`src/rtl/vga_timing_gen.sv`:
```
`default_nettype none
// +------------------------------------------------------------------------+
// | vga_timing_gen : parametrised raster timing generator, zero-skew outputs |
// | rev 1.0                                                                  |
// +------------------------------------------------------------------------+
module vga_timing_gen #(
  parameter int H_DISPLAY = 640,
  parameter int H_FRONT   = 16,
  parameter int H_SYNC    = 96,
  parameter int H_BACK    = 48,
  parameter int V_DISPLAY = 480,
  parameter int V_FRONT   = 10,
  parameter int V_SYNC    = 2,
  parameter int V_BACK    = 33,
  parameter int CLK_DIV   = 2,
  parameter bit HS_POL    = 1'b0,
  parameter bit VS_POL    = 1'b0,
  parameter int CW        = 10
) (
  input  logic          clk,
  input  logic          reset,
  input  logic          en,
  output logic          p_tick,
  output logic          hsync,
  output logic          vsync,
  output logic          video_on,
  output logic          line_start,
  output logic          frame_start,
  output logic [CW-1:0] x,
  output logic [CW-1:0] y
);

  localparam int H_TOTAL = H_DISPLAY + H_FRONT + H_SYNC + H_BACK;
  localparam int V_TOTAL = V_DISPLAY + V_FRONT + V_SYNC + V_BACK;
  localparam logic [CW-1:0] H_MAX    = CW'(H_TOTAL - 1);
  localparam logic [CW-1:0] V_MAX    = CW'(V_TOTAL - 1);
  localparam logic [CW-1:0] H_VIS    = CW'(H_DISPLAY);
  localparam logic [CW-1:0] V_VIS    = CW'(V_DISPLAY);
  localparam logic [CW-1:0] HS_START = CW'(H_DISPLAY + H_FRONT);
  localparam logic [CW-1:0] HS_END   = CW'(H_DISPLAY + H_FRONT + H_SYNC - 1);
  localparam logic [CW-1:0] VS_START = CW'(V_DISPLAY + V_FRONT);
  localparam logic [CW-1:0] VS_END   = CW'(V_DISPLAY + V_FRONT + V_SYNC - 1);
  localparam int DW = (CLK_DIV > 1) ? $clog2(CLK_DIV) : 1;
  localparam logic [DW-1:0] DIV_LAST = DW'(CLK_DIV - 1);

  logic [DW-1:0] div_cnt_q, div_cnt_d;
  logic [CW-1:0] h_cnt_q, h_cnt_d;
  logic [CW-1:0] v_cnt_q, v_cnt_d;
  logic          hsync_q, hsync_d;
  logic          vsync_q, vsync_d;
  logic          video_on_q, video_on_d;
  logic          line_start_q, line_start_d;
  logic          frame_start_q, frame_start_d;
  logic          h_wrap;

  assign p_tick = en && (div_cnt_q == DIV_LAST);

  // Decoded outputs are computed from the counter next-state so they land on the same edge as x/y.
  always_comb begin
    div_cnt_d     = div_cnt_q;
    h_cnt_d       = h_cnt_q;
    v_cnt_d       = v_cnt_q;
    hsync_d       = hsync_q;
    vsync_d       = vsync_q;
    video_on_d    = video_on_q;
    line_start_d  = line_start_q;
    frame_start_d = frame_start_q;
    h_wrap        = (h_cnt_q == H_MAX);
    if (en) begin
      div_cnt_d = (div_cnt_q == DIV_LAST) ? '0 : div_cnt_q + DW'(1);
    end
    if (p_tick) begin
      h_cnt_d = h_wrap ? '0 : h_cnt_q + CW'(1);
      if (h_wrap) begin
        v_cnt_d = (v_cnt_q == V_MAX) ? '0 : v_cnt_q + CW'(1);
      end
      hsync_d       = ((h_cnt_d >= HS_START) && (h_cnt_d <= HS_END)) ? HS_POL : ~HS_POL;
      vsync_d       = ((v_cnt_d >= VS_START) && (v_cnt_d <= VS_END)) ? VS_POL : ~VS_POL;
      video_on_d    = (h_cnt_d < H_VIS) && (v_cnt_d < V_VIS);
      line_start_d  = h_wrap;
      frame_start_d = h_wrap && (v_cnt_d == '0);
    end
  end

  always_ff @(posedge clk or negedge reset) begin
    if (!reset) begin
      div_cnt_q     <= '0;
      h_cnt_q       <= H_MAX;
      v_cnt_q       <= V_MAX;
      hsync_q       <= ~HS_POL;
      vsync_q       <= ~VS_POL;
      video_on_q    <= 1'b0;
      line_start_q  <= 1'b0;
      frame_start_q <= 1'b0;
    end else begin
      div_cnt_q     <= div_cnt_d;
      h_cnt_q       <= h_cnt_d;
      v_cnt_q       <= v_cnt_d;
      hsync_q       <= hsync_d;
      vsync_q       <= vsync_d;
      video_on_q    <= video_on_d;
      line_start_q  <= line_start_d;
      frame_start_q <= frame_start_d;
    end
  end

  assign hsync       = hsync_q;
  assign vsync       = vsync_q;
  assign video_on    = video_on_q;
  assign line_start  = line_start_q;
  assign frame_start = frame_start_q;
  assign x           = h_cnt_q;
  assign y           = v_cnt_q;

endmodule
`default_nettype wire
```
`config.mk`:
```
export PLATFORM = sky130hd
export DESIGN_NAME = vga_timing_gen
export DESIGN_NICKNAME = d
export VERILOG_FILES = /design/src/rtl/vga_timing_gen.sv
export SDC_FILE = /design/constraint.sdc
export NUM_CORES = 1
export LEC_CHECK = 0
export BUFFER_PORTS_ARGS = -buffer_cell sky130_fd_sc_hd__clkbuf_2
export CORE_MARGIN = 1
export CORE_UTILIZATION = 45
export CTS_BUF_LIST = sky130_fd_sc_hd__clkbuf_4
export DETAILED_ROUTE_END_ITERATION = 10
export HOLD_SLACK_MARGIN = 0.03
export PLACE_DENSITY = 0.7
export SLEW_MARGIN = 40
export SYNTH_ARGS = -nofsm -noshare
export SYNTH_HDL_FRONTEND = slang
export SYNTH_SLANG_ARGS = --single-unit
export TNS_END_PERCENT = 1
```
`constraint.sdc`:
```
create_clock -name clk -period 2.4 [get_ports clk]
set_input_delay 0.48 -clock clk [delete_from_list [all_inputs] [get_ports clk]]
set_output_delay 0.48 -clock clk [all_outputs]
set_load 0.01 [all_outputs]
```
==> results.md <==
* Setup TNS at 0 ns
* Initial antenna violation count at 0
* Tightest Pin Transition at 0.660 ns
* IO buf count at 28
* Seq cells post-synth at 26
* Worst Skew at 0.0138 ns
* H-tree depth at 1
* Post-synth ARST share at 1.00
* Area contributors post-synth: dfrtp_1, dfstp_2, nand2_1
* Worst setup SP type: register
* Max Slew Vio Count at 0
* Final WL at 4.42 mm
* Post-CTS Hold Fix Bufs at 0
* WL per Instance at 14.9 um
* GR Util All Layers at 0.229
* Critical Path RT at 2.62 ns
* Die area at 0.00425 sq mm
* Max Root-Sink Buffers at 2
* Status: complete, no violations
* Critical Path AT at 2.48 ns
* Largest net degree at the start of global routing at 27
* Slowest CP cell: dfstp_2
* Synth top area share at 0.195
* Initial Util at 0.480
* Static Leakage at 0.000884 uW
* CTS tree: built
* Post-layout min period at 2.26 ns
* CP Buf/Inv Count at 1
* Routability cong. at 0.940
* Initial drt markers at 121
* Number of buffers created by CTS at 3
* Die X at 65.2 um
* Final HPWL DP at 3.32 mm
* Net count after synthesis at 219
* Final setup fails at 0
* Congestion Overflow GR at 0
* Netlist cell types at 52
* Hold Vio Cnt, Final at 0
* Tcrit/Tclk final at 0.941
* CTS Sinks at 26
* Layout cell share with drive strength beyond 1 at 0.301
* Top_reg_cell synth: dfrtp_1
* Fin Hold WS at 0.160 ns
* Number of synthesized flops with an enable pin at 0
* Power per cell area at 526 mW/mm^2
* Vias in the first global route at 1534
* Setup bufs post-CTS at 0
* Drc violations at 0
* Clk slew on worst S/H paths at 0.15 ns
* VDD IR-drop max at 0.173 mV
* Synth Warn # at 0
* Count leader, synth: nand2_1
* Area of the mapped netlist at 0.00180 sq mm
* CP Max Fanout at 11
* Std cell rows at 22
* Routed vias at 1684
* Root Buffer: clkbuf_4
* Synth top cells by count: nand2_1, o21ai_0, nor2_1
* Chip Height at 65.2 um
* Final #Nets at 257
* DRT Pass-1 Iters at 4
* Worst skew pair latency at 0.32 ns
* Max cap viols at 0
* Syn Inst Count at 212
* Top-Level Pins at 29
* CTS resizes at 0
* Sequential area share after synthesis at 0.370
* Crit path kind: register to register
* Area leader, netlist: dfrtp_1
* First-pass GRT wire length at 7.51 mm
* Peak Freq at 0.443 GHz
* Rel. slew slack at 0.560
* Layout area overhead at 18.0%
* Synthesized area per cell at 8.48 sq um
* Worst min-delay path class: input pin to asynchronous set/reset pin
* Max incr delay on CP at 0.61 ns
* Antenna viol nets, final at 0
* Core ar. at 0.00374 sq mm
* Setup crit end kind: register
* ANT cells at 0
* RSZ-0062 raised after global routing: no
* CP Cell Sequence: ha_1 > nand4_4 > or3b_4 > nor2_1 > buf_12 > nand4_1 > a21o_2
* Top delay family on crit path: simple AND/OR/NAND/NOR gates
* Drt via density at 5.67
## worst paths after layout
path | cells past startpoint | slack [ns] | startpoint | end
worst max-delay path | 7 | 0.14 | x[0] | y[4]
worst min-delay path | 1 | 0.16 | reset | video_on
worst max register to register | 7 | 0.14 | x[0] | y[4]
worst min register to register | 1 | 0.48 | div_cnt_q | div_cnt_q
max in group asynchronous | 1 | 1.81 | reset | frame_start
min in group clk | 2 | 0.35 | en | div_cnt_q
## metal layers
layer	global-route usage	share of wire	vias to the layer above
li1	-	-	841
met4	0.0788	0.016	0
met5	0	0	-
met3	0.0330	0.054	8
met1	0.356	0.51	784
met2	0.316	0.42	51
## per-stage QoR
stage / utilization / worst slack [ns] / std cells / power, uW / area (sq um)
2_1_floorplan: - / 0.0809 / 212 / 796 / 1800
3_3_place_gp: 0.556 / 0.154 / 293 / 910 / 2080
3_5_place_dp: 0.556 / 0.0345 / 293 / 926 / 2080
4_1_cts: 0.563 / 0.0167 / 297 / 1120 / 2110
5_1_grt: 0.567 / 0.0393 / 297 / 1180 / 2120
6_report: 0.567 / 0.142 / 297 / 1120 / 2120
## worst register-to-register path, stage by stage (launching register included)
cell     delay (ns)
dfstp_2        0.61
ha_1           0.23
nand4_4        0.12
or3b_4         0.47
nor2_1         0.25
buf_12         0.16
nand4_1        0.11
a21o_2         0.22
## area by class of cell
class / instances / area [sq um]
clock buffers: 3 / 22.5
well taps: 48 / 60.1
inverters: 6 / 22.5
fillers: 364 / 1620
flip-flops and latches: 26 / 666
multi-input cells: 164 / 1040
repair buffers: 49 / 310
clock inverters: 1 / 3.75
## power by group
| group | internal, uW | switching, uW |
|---|---|---|
| Sequential | 528 | 92.7 |
| Clock | 60.8 | 130 |
| Combinational | 123 | 182 |
| Total | 712 | 404 |
## cell families (layout without fill, tap and decap cells)
group	after synthesis	in the layout	synth area share
AOI/OAI and AO/OA	53	53	0.191
and+or+nand+nor	92	92	0.278
buffers and inverters	22	59	0.0605
xor gates and xnor gates	15	15	0.0731
adders and majority gates	4	4	0.0278
DFF	26	26	0.370
## layout by cell type (no fill, tap or decap), drive strengths merged, types with 3 or more instances in the layout
cell	n
xor2	3
nor2	15
or3	3
nand2b	3
nor4	3
o41ai	3
dfstp	12
o31ai	5
a31oi	5
nor3	8
inv	6
buf	21
o21ai	19
clkbuf	31
a21oi	7
nand3	13
ha	4
nand4	7
xnor2	12
dfrtp	14
nand2	28
## flip-flops by register name, indices dropped and copies added (netlist names)
signal / cells
video_on: 1
y: 10
x: 10
div_cnt_q: 1
hsync: 1
frame_start: 1
line_start: 1
vsync: 1
No activity file was read; power rests on OpenSTA's default activity.
